File: config.mk
export PLATFORM = sky130hd
export DESIGN_NAME = pll_reconfig_ctrl
export DESIGN_NICKNAME = d
export VERILOG_FILES = /design/src/rtl/pll_reconfig_pkg.sv /design/src/rtl/pll_reconfig_ctrl_rom.sv /design/src/rtl/pll_reconfig_ctrl.sv
export SDC_FILE = /design/constraint.sdc
export NUM_CORES = 1
export LEC_CHECK = 0
export BUFFER_PORTS_ARGS = -buffer_cell sky130_fd_sc_hd__buf_2
export CAP_MARGIN = 20
export CORE_MARGIN = 2
export CORE_UTILIZATION = 59
export CTS_CLUSTER_DIAMETER = 50
export CTS_CLUSTER_SIZE = 40
export DETAILED_ROUTE_END_ITERATION = 16
export PLACE_DENSITY = 0.83
export RECOVER_POWER = 100
export SYNTH_ARGS = -nofsm -noshare
export SYNTH_HDL_FRONTEND = slang
export SYNTH_SLANG_ARGS = --single-unit
File: constraint.sdc
create_clock -name clk -period 2.5 [get_ports clk]
set_input_delay 0.375 -clock clk [delete_from_list [all_inputs] [get_ports clk]]
set_output_delay 0.375 -clock clk [all_outputs]
set_load 0.05 [all_outputs]
File: src/rtl/pll_reconfig_pkg.sv
// Shared definitions for the PLL reconfiguration sequencer: MD-port opcodes,
// PLL divider register addresses and the sequencer state encoding.
package pll_reconfig_pkg;

  // MD port opcodes
  localparam logic [1:0] MD_NOP   = 2'b00;
  localparam logic [1:0] MD_WRITE = 2'b01;
  localparam logic [1:0] MD_READ  = 2'b10;
  localparam logic [1:0] MD_ADDR  = 2'b11;

  // PLL divider register addresses on the MD port
  localparam logic [7:0] REG_ODIV0 = 8'h08;
  localparam logic [7:0] REG_ODIV1 = 8'h09;
  localparam logic [7:0] REG_ODIV2 = 8'h0A;
  localparam logic [7:0] REG_MDIV  = 8'h0B;

  // Sequencer states
  typedef enum logic [3:0] {
    ST_IDLE,
    ST_RST_ASSERT,
    ST_ADDR,
    ST_WRITE,
    ST_GAP,
    ST_READ,
    ST_RDWAIT,
    ST_VERIFY,
    ST_RST_RELEASE,
    ST_WAIT_LOCK,
    ST_RETRY,
    ST_DONE
  } state_t;

endpackage

File: src/rtl/pll_reconfig_ctrl_rom.sv
// Divider profile table: (profile, register index) -> (MD address, data byte).
// Registers are written in the order ODIV0, ODIV1, ODIV2, MDIV.
// Profile 0 is the power-on divider set used by boot firmware.
module pll_profile_rom
  import pll_reconfig_pkg::*;
#(
  parameter int NUM_PROFILES     = 4,
  parameter int REGS_PER_PROFILE = 4,
  localparam int PW = (NUM_PROFILES > 1) ? $clog2(NUM_PROFILES) : 1,
  localparam int IW = (REGS_PER_PROFILE > 1) ? $clog2(REGS_PER_PROFILE) : 1
) (
  input  logic [PW-1:0] profile,
  input  logic [IW-1:0] idx,
  output logic [7:0]    addr,
  output logic [7:0]    data
);

  // Select one of four bytes by register index
  function automatic logic [7:0] pick(input int i, input logic [7:0] a, input logic [7:0] b,
                                      input logic [7:0] c, input logic [7:0] d);
    case (i)
      0:       return a;
      1:       return b;
      2:       return c;
      default: return d;
    endcase
  endfunction

  // Combinational table lookup; unknown profiles fall back to the power-on set
  always_comb begin
    addr = pick(int'(idx), REG_ODIV0, REG_ODIV1, REG_ODIV2, REG_MDIV);
    case (int'(profile))
      1:       data = pick(int'(idx), 8'd40, 8'd20, 8'd8,  8'd30);
      2:       data = pick(int'(idx), 8'd60, 8'd30, 8'd12, 8'd24);
      3:       data = pick(int'(idx), 8'd36, 8'd18, 8'd6,  8'd33);
      default: data = pick(int'(idx), 8'd50, 8'd25, 8'd10, 8'd27);
    endcase
  end

endmodule

File: src/rtl/pll_reconfig_ctrl.sv
// PLL reconfiguration sequencer. On request it holds the PLL in reset, writes
// a divider profile through the MD port verifying each byte by read-back,
// releases reset and waits for a stable lock, retrying a bounded number of
// times before flagging a sticky error.
module pll_reconfig_ctrl
  import pll_reconfig_pkg::*;
#(
  parameter int NUM_PROFILES     = 4,
  parameter int REGS_PER_PROFILE = 4,
  parameter int RESET_HOLD       = 16,
  parameter int LOCK_TIMEOUT     = 65535,
  parameter int MAX_RETRY        = 3,
  localparam int PW = (NUM_PROFILES > 1) ? $clog2(NUM_PROFILES) : 1,
  localparam int IW = (REGS_PER_PROFILE > 1) ? $clog2(REGS_PER_PROFILE) : 1,
  localparam int HW = $clog2(RESET_HOLD + 1),
  localparam int TW = $clog2(LOCK_TIMEOUT + 1),
  localparam int RW = (MAX_RETRY > 0) ? $clog2(MAX_RETRY + 1) : 1
) (
  input  logic          clk,
  input  logic          reset,
  input  logic          req_valid,
  input  logic [PW-1:0] req_profile,
  output logic          req_ready,
  output logic          done,
  output logic          error,
  output logic          locked,
  output logic          pll_reset,
  input  logic          pll_lock,
  output logic          mdclk,
  output logic [1:0]    mdopc,
  output logic          mdainc,
  output logic [7:0]    mdwdi,
  input  logic [7:0]    mdrdo
);

  localparam logic [HW-1:0] HOLD_LAST = HW'(RESET_HOLD - 1);
  localparam logic [HW-1:0] RDWAIT_LAST = HW'(1);
  localparam logic [TW-1:0] TO_LAST   = TW'(LOCK_TIMEOUT);
  localparam logic [TW-1:0] TO_MAX    = '1;
  localparam logic [RW-1:0] RETRY_MAX = RW'(MAX_RETRY);
  localparam logic [IW-1:0] IDX_LAST  = IW'(REGS_PER_PROFILE - 1);

  state_t        state_reg;
  logic [PW-1:0] profile_reg;
  logic [IW-1:0] idx_reg;
  logic [HW-1:0] hold_cnt_reg;
  logic [TW-1:0] to_cnt_reg;
  logic [RW-1:0] retry_cnt_reg;
  logic [1:0]    lock_run_reg;
  logic [7:0]    exp_data_reg;
  logic [7:0]    rd_data_reg;
  logic [1:0]    lock_sync_reg;
  logic          lock_s;

  logic [IW-1:0] rom_idx;
  logic [7:0]    rom_addr;
  logic [7:0]    rom_data;

  assign mdclk     = clk;
  assign mdainc    = 1'b0;
  assign lock_s    = lock_sync_reg[1];
  assign req_ready = (state_reg == ST_IDLE);
  assign locked    = lock_s && (state_reg == ST_IDLE) && !error;

  // In VERIFY the table is pre-indexed with the next register so the ADDR
  // cycle can be issued straight away; the compared byte was captured earlier.
  assign rom_idx = (state_reg == ST_VERIFY) ? idx_reg + IW'(1) : idx_reg;

  pll_profile_rom #(
    .NUM_PROFILES     (NUM_PROFILES),
    .REGS_PER_PROFILE (REGS_PER_PROFILE)
  ) u_rom (
    .profile (profile_reg),
    .idx     (rom_idx),
    .addr    (rom_addr),
    .data    (rom_data)
  );

  // Two-flop synchronizer for the asynchronous PLL lock
  always_ff @(posedge clk) begin
    if (reset) begin
      lock_sync_reg <= 2'b00;
    end else begin
      lock_sync_reg <= {lock_sync_reg[0], pll_lock};
    end
  end

  // Sequencer FSM; MD outputs are registered and set on entry to each state
  always_ff @(posedge clk) begin
    if (reset) begin
      state_reg     <= ST_IDLE;
      done          <= 1'b0;
      error         <= 1'b0;
      pll_reset     <= 1'b1;
      mdopc         <= MD_NOP;
      mdwdi         <= 8'h00;
      profile_reg   <= '0;
      idx_reg       <= '0;
      hold_cnt_reg  <= '0;
      to_cnt_reg    <= '0;
      retry_cnt_reg <= '0;
      lock_run_reg  <= 2'd0;
      exp_data_reg  <= 8'h00;
      rd_data_reg   <= 8'h00;
    end else begin
      done  <= 1'b0;
      mdopc <= MD_NOP;
      mdwdi <= 8'h00;
      case (state_reg)
        ST_IDLE: begin
          if (req_valid) begin
            profile_reg   <= req_profile;
            error         <= 1'b0;
            retry_cnt_reg <= '0;
            idx_reg       <= '0;
            hold_cnt_reg  <= '0;
            pll_reset     <= 1'b1;
            state_reg     <= ST_RST_ASSERT;
          end
        end

        ST_RST_ASSERT: begin
          if (hold_cnt_reg == HOLD_LAST) begin
            hold_cnt_reg <= '0;
            mdopc        <= MD_ADDR;
            mdwdi        <= rom_addr;
            state_reg    <= ST_ADDR;
          end else begin
            hold_cnt_reg <= hold_cnt_reg + HW'(1);
          end
        end

        ST_ADDR: begin
          mdopc        <= MD_WRITE;
          mdwdi        <= rom_data;
          exp_data_reg <= rom_data;
          state_reg    <= ST_WRITE;
        end

        ST_WRITE: state_reg <= ST_GAP;

        ST_GAP: begin
          mdopc     <= MD_READ;
          state_reg <= ST_READ;
        end

        ST_READ: begin
          hold_cnt_reg <= '0;
          state_reg    <= ST_RDWAIT;
        end

        // Read data is valid on the second wait cycle; capture it then
        ST_RDWAIT: begin
          if (hold_cnt_reg == RDWAIT_LAST) begin
            rd_data_reg  <= mdrdo;
            hold_cnt_reg <= '0;
            state_reg    <= ST_VERIFY;
          end else begin
            hold_cnt_reg <= hold_cnt_reg + HW'(1);
          end
        end

        ST_VERIFY: begin
          if (rd_data_reg != exp_data_reg) begin
            state_reg <= ST_RETRY;
          end else if (idx_reg == IDX_LAST) begin
            hold_cnt_reg <= '0;
            state_reg    <= ST_RST_RELEASE;
          end else begin
            idx_reg   <= idx_reg + IW'(1);
            mdopc     <= MD_ADDR;
            mdwdi     <= rom_addr;
            state_reg <= ST_ADDR;
          end
        end

        ST_RST_RELEASE: begin
          if (hold_cnt_reg == HOLD_LAST) begin
            hold_cnt_reg <= '0;
            pll_reset    <= 1'b0;
            to_cnt_reg   <= '0;
            lock_run_reg <= 2'd0;
            state_reg    <= ST_WAIT_LOCK;
          end else begin
            hold_cnt_reg <= hold_cnt_reg + HW'(1);
          end
        end

        // Need four consecutive synchronized lock samples; glitches restart the run
        ST_WAIT_LOCK: begin
          if (lock_s && lock_run_reg == 2'd3) begin
            done      <= 1'b1;
            state_reg <= ST_DONE;
          end else if (to_cnt_reg == TO_LAST) begin
            state_reg <= ST_RETRY;
          end else begin
            if (to_cnt_reg != TO_MAX) begin
              to_cnt_reg <= to_cnt_reg + TW'(1);
            end
            lock_run_reg <= lock_s ? lock_run_reg + 2'd1 : 2'd0;
          end
        end

        // Either start a fresh attempt or give up, leaving the PLL in reset
        ST_RETRY: begin
          pll_reset <= 1'b1;
          if (retry_cnt_reg < RETRY_MAX) begin
            retry_cnt_reg <= retry_cnt_reg + RW'(1);
            idx_reg       <= '0;
            hold_cnt_reg  <= '0;
            state_reg     <= ST_RST_ASSERT;
          end else begin
            error     <= 1'b1;
            state_reg <= ST_IDLE;
          end
        end

        ST_DONE: state_reg <= ST_IDLE;

        default: state_reg <= ST_IDLE;
      endcase
    end
  end

endmodule

==> flow_summary.ini, run 1 <==
[outcome]
status = finished, final reports clean

[clock_tree]
clk_pin_slew_ns = 0.07
tritoncts = done
post_cts_resized = 0
postCtsHoldBufs = 0
clock_latency_ns = 0.45
postCtsSetupBuffers = 0

[worst_setup_path]
cpPeakStageDelay_ns = 0.39
path_cells = clkbuf_2 -> nor4_4 -> and3b_1 -> buf_2
critical_path_class = register to primary output
ff2ff_path_depth = 6
crit-reg2reg-launch = state_reg[0]
regToRegSetupSlack_ns = 0.33
timing.rr.end = to_cnt_reg[15]
critical-path-top-delay-family = simple AND/OR/NAND/NOR gates
critPathLaunchType = register
critPathRequiredTime_ns = 2.12
cp.arrival_ns = 1.92
crit_fanout = 20
cp_slowest_cell = nor4_4
critPathBufInv = 2
endpoint_kind = primary output

[finish]
synthToLayoutAreaGrowth_pct = 12.1
num-nets-final = 426
drive_gt1_share_pct = 12.2
largest_reg_flops = 16
fin_area_um2 = 3550
stdcell_count = 472
fillCellCount = 434
diodes = 0

[sta]
fin_ws_ns = 0.202
fin_tns_setup_ns = 0
rsz0062_at_grt = false
max_freq_ghz = 0.435
fin_crit_sh_pct = 91.9
maxSlewViolCount = 0
slew_headroom_pct = 28.0
worst_slew_pin_slew_ns = 1.08
hold_viol = 0
setup_violations = 0
holdWs_ns = 0.155
skew_ns = 0.0114
period_minus_slack_ns = 2.30

[die]
die_height_um = 77.3
die-area_um2 = 5980
rows = 26
pin_count = 31
start_util_pct = 61.7
fp.dieW_um = 77.3
core_um2 = 5140

[synth]
yosys.area_share.simple_pct = 23.7
yosysMostFrequentCell = dfxtp_1
yosysWarnings = 0
yosysTopAreaCell = dfxtp_1
synth_area_leaders = dfxtp_1, ha_1, a21oi_1
synth-edff-count = 0
yosysTopAreaCellShare_pct = 37.9
synth_xor_area_share_pct = 3.87
synth_adder_area_share_pct = 5.13
synth_commonest_cells = dfxtp_1, nor2_1, a21oi_1, nand2_1, o21ai_0
ys_ff_latch = 60
syn_avg_cell_area_um2 = 8.60
ys_async_sr_fraction_pct = 0
synth_ff_type = dfxtp_1
synth-compound-area-share_pct = 19.3
synthCells = 369
synth_cell_types = 65
synth_top_family_by_area = simple AND/OR/NAND/NOR gates
synth_mux_area_share_pct = 4.46
ys_seq_area_share_pct = 37.9
syn_area_um2 = 3170

[global_route]
antenna_found_initial = 0
grt_pass1_wl_um = 11600
grt_pass1_vias = 2599
grt_use_total_pct = 24.4
grt_overflow = 0
grt_max_degree = 24

[detailed_routing]
vias_per_cell = 5.99
drtAntennaViolNets = 0
dr.first_iter.drc_count = 164
avgRoutedWirePerCell_um = 14.8
routed_wirelength_um = 6990
post-route-drc-count = 0
dr.pass1.iters = 4
via_count = 2829

[place]
hpwl_um = 4930
place_area_um2 = 3370
place_congestion = 0.817
pre_cts_ws_ns = 0.398
place_inst = 455
io_buffer_count = 27

[pwr]
irDropWorstVdd_mv = 0.696
p_leak_nw = 1.42
p_per_area_nw_per_um2 = 737

[hold_path]
min_to = lock_sync_reg[0]
hold_depth = 2
hp-start = pll_lock
hold_path_class = primary input to register

[flow_run]
cap_violations = 0
## metal layers
| metal | global-route usage (%) | vias to the layer above | wire length [µm] |
|---|---|---|---|
| met3 | 4.12 | 13 | 353 |
| li1 | - | 1398 | - |
| met4 | 12.3 | 0 | 119 |
| met1 | 30.1 | 1330 | 3130 |
| met2 | 40.9 | 88 | 3380 |
| met5 | 0 | - | 0 |
## cells by family (layout without fill, tap and decap cells)
| kind of cell | Yosys count | count (layout) |
|---|---|---|
| other cells | 1 | 3 |
| flops | 60 | 60 |
| fa+ha+maj | 13 | 13 |
| buf+inv | 38 | 69 |
| mux | 14 | 14 |
| xor+xnor | 14 | 14 |
| simple gates | 137 | 137 |
| compound gates | 92 | 92 |
## worst max path at each step
stage                    startpoint            to  slack [ns]  depth (start not counted)
finish                 state_reg[0]        locked        0.20                          4
global route           state_reg[0]        locked        0.13                          4
CTS                    state_reg[2]        locked        0.33                          4
detailed placement  hold_cnt_reg[0]  state_reg[1]        0.40                          7
global placement    hold_cnt_reg[0]  state_reg[1]        0.45                          7
floorplan              state_reg[1]        locked        0.31                          4
## placed cells by master, fill, tap and decap left out, types with 5 or more instances in the layout
master    count
dfxtp_1      60
nor2_1       34
a21oi_1      30
nand2_1      30
clkbuf_1     17
o21ai_0      16
inv_1        15
clkbuf_8     15
nand3_1      14
buf_2        14
mux2i_1      13
ha_1         13
xnor2_1       9
nor3_1        8
nor2b_1       7
a211oi_1      6
o31ai_1       6
buf_4         6
xor2_1        5
or4_1         5
a31oi_1       5
## stage by stage
| step | util [%] | power [mW] |
|---|---|---|
| 4_1_cts | 69.8 | 2.64 |
| 3_5_place_dp | 65.6 | 1.72 |
| 2_1_floorplan | - | 1.61 |
| 5_1_grt | 69.2 | 2.72 |
| 3_3_place_gp | 65.6 | 1.71 |
| 6_report | 69.2 | 2.62 |
## power by group
group          switching [mW]  total (mW)  internal, mW
logic                   0.383       0.588         0.205
clock network           0.445       0.984         0.539
registers              0.0437        1.05          1.00
## layout make-up
| cell class | count | area [µm²] | area share (%) |
|---|---|---|---|
| sequential | 60 | 1200 | 33.8 |
| multi-input combinational | 273 | 1810 | 51.0 |
| clock buffer | 17 | 214 | 6.02 |
| inverter | 15 | 56.3 | 1.58 |
| clock inverter | 1 | 7.51 | 0.211 |
| tap | 70 | 87.6 | 2.46 |
| timing repair buffer | 36 | 176 | 4.96 |
## worst register-to-register path: cells and delay by family (launching register included)
kind                   cells  cell delay [ns]
flip-flops                 1             0.37
AO/OA/AOI/OAI              2             0.47
buffers and inverters      1             0.40
AND/OR/NAND/NOR            3             0.88
No activity file was read; power rests on OpenSTA's default activity.
==> run 2: changes to the inputs <==
- SETUP_SLACK_MARGIN: default -> 0.4
==> run 2 against run 1 <==
  * Worst setup slack improved by 0.051 ns
  * Core utilization increased by 1.1 points
  * Design area increased by 1.7%
  * Sequential power about the same
  * Flip-flop and latch count unchanged
  * Via count increased by 3.0%
  * Cell count increased by 0.42%
  * First-iteration DRC count increased by 23%
  * Die area unchanged
  * Critical path depth decreased by 1
  * Largest power group is now the clock network
  * Highest routed layer unchanged
==> flow_summary.ini, run 2 (synthesis gave the netlist of run 1 again) <==
[outcome]
status = finished, final reports clean

[sta]
setup_violations = 0
hold_viol = 0
max_freq_ghz = 0.445
skew_ns = 0.00565
slew_headroom_pct = 33.0
rsz0062_at_grt = true
fin_crit_sh_pct = 89.9
maxSlewViolCount = 0
period_minus_slack_ns = 2.25
worst_slew_pin_slew_ns = 1.00
fin_tns_setup_ns = 0

[finish]
drive_gt1_share_pct = 13.1
seq_area_um2 = 1200
multi_input_area_um2 = 1830
fillCellCount = 411
layout_common_cells = dfxtp_1, nor2_1, nand2_1, a21oi_1, clkbuf_1
num-nets-final = 428
synthToLayoutAreaGrowth_pct = 13.9
final_common_cell = dfxtp_1
largest_reg_flops = 16
diodes = 0

[worst_setup_path]
critPathLaunchType = register
cp.arrival_ns = 1.87
critical_path_class = register to primary output
critPathRequiredTime_ns = 2.12
endpoint_kind = primary output
cpPeakStageDelay_ns = 0.50
path_cells = clkbuf_2 -> nor4_4 -> clkbuf_1
cp_slowest_cell = clkbuf_1
crit_fanout = 21

[die]
die-area_um2 = 5980
pin_count = 31
core_um2 = 5140
rows = 26
die_height_um = 77.3
fp.dieW_um = 77.3
start_util_pct = 61.7

[place]
io_buffer_count = 27
hpwl_um = 4900
place_congestion = 0.820

[detailed_routing]
avgRoutedWirePerCell_um = 15.9
via_count = 2915
dr.first_iter.drc_count = 201
drtAntennaViolNets = 0
routed_wirelength_um = 7520
vias_per_cell = 6.15
post-route-drc-count = 0
dr.pass1.iters = 5

[global_route]
antenna_found_initial = 0
grt_use_total_pct = 25.2
grt_overflow = 0
grt_pass1_wl_um = 12000
grt_pass1_vias = 2719
grt_max_degree = 23

[pwr]
p_per_area_nw_per_um2 = 758
p_leak_nw = 1.44
p_sw_uw = 892
clkPwrFrac_pct = 38.6
irDropWorstVdd_mv = 0.736
power_frac_seq_pct = 38.1
power_mw = 2.74
p_sw_share_pct = 32.6
combPwrFrac_pct = 23.3
p_int_mw = 1.85

[clock_tree]
postCtsHoldBufs = 0
clk_pin_slew_ns = 0.07
tritoncts = done
clock_latency_ns = 0.44

[flow_run]
cap_violations = 0

[hold_path]
hold_path_class = primary input to register
## run 2: changes by cell type in the layout (fill, tap and decap cells not counted), sizes merged
cell,delta
clkinvlp,-1
clkinv,+1
clkbuf,+1
bufinv,+1
## run 2: final timing paths
| path | startpoint | end | slack, ns | cells past startpoint |
|---|---|---|---|---|
| worst max-delay path | state_reg[2] | req_ready | 0.25 | 3 |
| worst max register to register | state_reg[3] | mdwdi[0] | 0.32 | 8 |
| worst min-delay path | req_profile[0] | profile_reg[0] | 0.16 | 3 |
| worst min register to register | lock_sync_reg[0] | lock_sync_reg[1] | 0.44 | 1 |
## run 2: through the flow
| step | hold WS [ns] | instance area, µm² | utilization [%] | setup slack, ns | cells |
|---|---|---|---|---|---|
| floorplan | 0.414 | 3200 | - | 0.391 | 371 |
| global placement | 0.425 | 3370 | 65.6 | 0.460 | 455 |
| detailed placement | 0.427 | 3370 | 65.6 | 0.418 | 455 |
| CTS | 0.146 | 3620 | 70.4 | 0.378 | 472 |
| global route | 0.158 | 3610 | 70.3 | 0.185 | 474 |
| finish | 0.158 | 3610 | 70.3 | 0.254 | 474 |
## run 2: layout make-up
cell class / instances / share of cell area, %
Clock buffer: 16 / 5.54
Timing Repair Buffer: 38 / 5.71
Tap cell: 70 / 2.42
Inverter: 15 / 1.56
Clock inverter: 2 / 0.970
Sequential cell: 60 / 33.2
Multi-Input combinational cell: 273 / 50.6
## run 2: power groups by stage
stage | logic (mW) | clock network [mW] | registers [mW]
after floorplan | 0.454 | 0.0862 | 1.07
after global placement | 0.568 | 0.0763 | 1.06
after detailed placement | 0.582 | 0.0763 | 1.06
after CTS | 0.600 | 1.07 | 1.04
after global routing | 0.681 | 1.11 | 1.05
final | 0.637 | 1.06 | 1.04
## run 2: what timing repair did
action / 4_1_cts / 5_1_grt
endpoints found under the setup margin: 2 / 25
setup buffers: 0 / 2
gates cloned: 0 / 0
resized for setup: 2 / 13
pin swaps: 0 / 3
## run 2: critical path: cells and delay by family, from the launching register on
| family | cells | cell delay [ns] |
|---|---|---|
| flip-flops | 1 | 0.32 |
| AND/OR/NAND/NOR | 1 | 0.29 |
| buffers and inverters | 2 | 0.82 |
## run 2: metal layers
layer | vias to the layer above | global-route usage, % | part of all wire [%] | routed length (µm)
li1 | 1400 | - | - | -
met1 | 1372 | 30.3 | 42 | 3190
met2 | 121 | 41.3 | 49 | 3690
met3 | 22 | 7.65 | 6.0 | 452
met4 | 0 | 11.8 | 2.5 | 190
met5 | - | 0 | 0 | 0
==> run 3: changes to the inputs <==
- CORE_UTILIZATION: 59 -> 60
- SYNTH_HIERARCHICAL: default -> 1
- clock period: 2.5 -> 2.6 ns (I/O delays scaled with it)
==> run 3 against run 2 <==
  * Routed wire length up 8.8%
  * Hold slack worse by 0.021 ns
  * Die area rose by 7.9%
  * Area after synthesis is 10% higher
  * Critical path type unchanged
  * Cell count up 12%
  * Via count up 7.9%
  * Register-to-register slack about the same
  * Combinational power shrank 16%
  * Non-clock buffer count up 1
  * Worst setup slack improved by 0.048 ns
  * Critical path depth up 2
==> flow_summary.ini, run 3 <==
[worst_setup_path]
cp.arrival_ns = 1.91
crit-reg2reg-launch = state_reg[1]
crit_fanout = 20
critical_path_class = register to primary output
regToRegSetupSlack_ns = 0.33
critPathRequiredTime_ns = 2.21
endpoint_kind = primary output
timing.rr.end = to_cnt_reg[15]
critPathLaunchType = register
ff2ff_path_depth = 6

[finish]
fin_util_pct = 71.2
diodes = 0
stdcell_count = 530
num-nets-final = 484
layout_common_cells = dfxtp_1, nand2_1, a21oi_1, nor2_1
synthToLayoutAreaGrowth_pct = 13.5
drive_gt1_share_pct = 14.2
final_common_cell = dfxtp_1
largest_reg_flops = 16
fillCellCount = 430

[sta]
worst_slew_pin_slew_ns = 1.25
maxSlewViolCount = 0
slew_headroom_pct = 16.6
hold_viol = 0
skew_ns = 0.0150
period_minus_slack_ns = 2.30
max_freq_ghz = 0.435
rsz0062_at_grt = true
holdWs_ns = 0.137
fin_crit_sh_pct = 88.4
fin_tns_setup_ns = 0
setup_violations = 0

[place]
place_inst = 509
io_buffer_count = 29
hpwl_um = 5550
place_congestion = 0.839

[detailed_routing]
dr.pass1.iters = 5
post-route-drc-count = 0
avgRoutedWirePerCell_um = 15.4
vias_per_cell = 5.93
drtAntennaViolNets = 0
via_count = 3145
dr.first_iter.drc_count = 191
routed_wirelength_um = 8180

[synth]
syn_avg_cell_area_um2 = 8.30
yosysMostFrequentCell = dfxtp_1
synth_mux_area_share_pct = 4.37
synth_area_leaders = dfxtp_1, nand2_1, ha_1
syn_area_um2 = 3490
synth-edff-count = 0
synth_commonest_cells = dfxtp_1, nand2_1, a21oi_1, nor2_1, inv_1
yosys.area_share.simple_pct = 26.0
yosysTopAreaCellShare_pct = 36.7
synthCells = 421
synth_xor_area_share_pct = 4.01
synth_top_family_by_area = simple AND/OR/NAND/NOR gates
synth_ff_type = dfxtp_1
synth_adder_area_share_pct = 6.09
ys_seq_area_share_pct = 36.7
yosysWarnings = 6
ys_ff_latch = 64
ys_async_sr_fraction_pct = 0
yosysTopAreaCell = dfxtp_1
synth-compound-area-share_pct = 15.6
synth_cell_types = 62

[die]
pin_count = 31
fp.dieW_um = 80.3
rows = 27
core_um2 = 5570
die-area_um2 = 6450
start_util_pct = 62.7
die_height_um = 80.3

[pwr]
power_frac_seq_pct = 37.1
clkPwrFrac_pct = 44.1
p_sw_share_pct = 31.8
p_per_area_nw_per_um2 = 720
combPwrFrac_pct = 18.8
power_mw = 2.85
p_leak_nw = 1.60
p_sw_uw = 909
p_int_mw = 1.95
irDropWorstVdd_mv = 0.619

[outcome]
status = finished, final reports clean

[hold_path]
hold_path_class = primary input to register
hold_depth = 2
min_to = lock_sync_reg[0]
hp-start = pll_lock

[flow_run]
cap_violations = 0

[global_route]
grt_use_total_pct = 27.0
grt_pass1_wl_um = 13300
antenna_found_initial = 0
grt_pass1_vias = 2987
grt_max_degree = 28
grt_overflow = 0

[clock_tree]
clk_pin_slew_ns = 0.07
tritoncts = done
clock_latency_ns = 0.47
==> run 3: critical path, cell delays in order (launching register included) <==
cell	delay, ns
dfxtp_1	0.31
clkbuf_2	0.28
nor2_2	0.28
nand2_1	0.15
nor3b_2	0.19
clkbuf_4	0.24
==> run 3: how the worst max path moves through the flow <==
stage | from | end
3_5_place_dp | state_reg[3] | mdwdi[1]
4_1_cts | state_reg[3] | mdwdi[1]
3_3_place_gp | hold_cnt_reg[0] | to_cnt_reg[15]
5_1_grt | state_reg[1] | to_cnt_reg[15]
2_1_floorplan | state_reg[3] | mdwdi[1]
6_report | state_reg[1] | locked
==> run 3: logic make-up after synthesis <==
kind of cell / after synthesis
AND/OR/NAND/NOR: 173
XOR/XNOR: 16
other: 3
multiplexers: 14
buffers and inverters: 47
adder cells (fa/ha/maj): 17
flip-flops: 64
AO/OA/AOI/OAI: 87
==> run 3: layout make-up <==
class	instances	area, µm²	area share (%)
timing repair buffer	39	198	4.98
multi-input combinational	316	2030	51.2
sequential	64	1280	32.3
clock buffer	13	169	4.26
inverter	19	71.3	1.80
clock inverter	7	125	3.15
tap	72	90.1	2.27
==> run 3: power by group through the flow <==
stage                     clock, mW  sequential [mW]  combinational (mW)
after floorplan              0.0829             1.09               0.393
after global placement       0.0734             1.08               0.509
after detailed placement     0.0734             1.08               0.521
after CTS                      1.27             1.06               0.529
after global routing           1.32             1.06               0.583
final                          1.26             1.06               0.537
==> run 3: per-stage QoR <==
step / area (µm²) / setup WS (ns)
2_1_floorplan: 3540 / 0.402
3_3_place_gp: 3670 / 0.404
3_5_place_dp: 3670 / 0.306
4_1_cts: 3970 / 0.402
5_1_grt: 3970 / 0.218
6_report: 3970 / 0.302
==> run 3: repair_timing <==
item                                    in CTS  in global routing
cloned                                       0                  0
pin swaps                                    0                  2
hold buffers                                 0                  0
setup buffers                                0                  2
endpoints found under the setup margin      11                 18
resized for setup                            4                 17
==> run 3: layer usage <==
metal  part of all wire (%)  GRT usage [%]  wire [µm]  up-vias
li1                       -              -          -     1528
met1                     41           30.6       3340     1464
met2                     50           45.2       4100      117
met3                    5.8           6.29        474       36
met4                    3.3           17.5        269        0
met5                      0              0          0        -
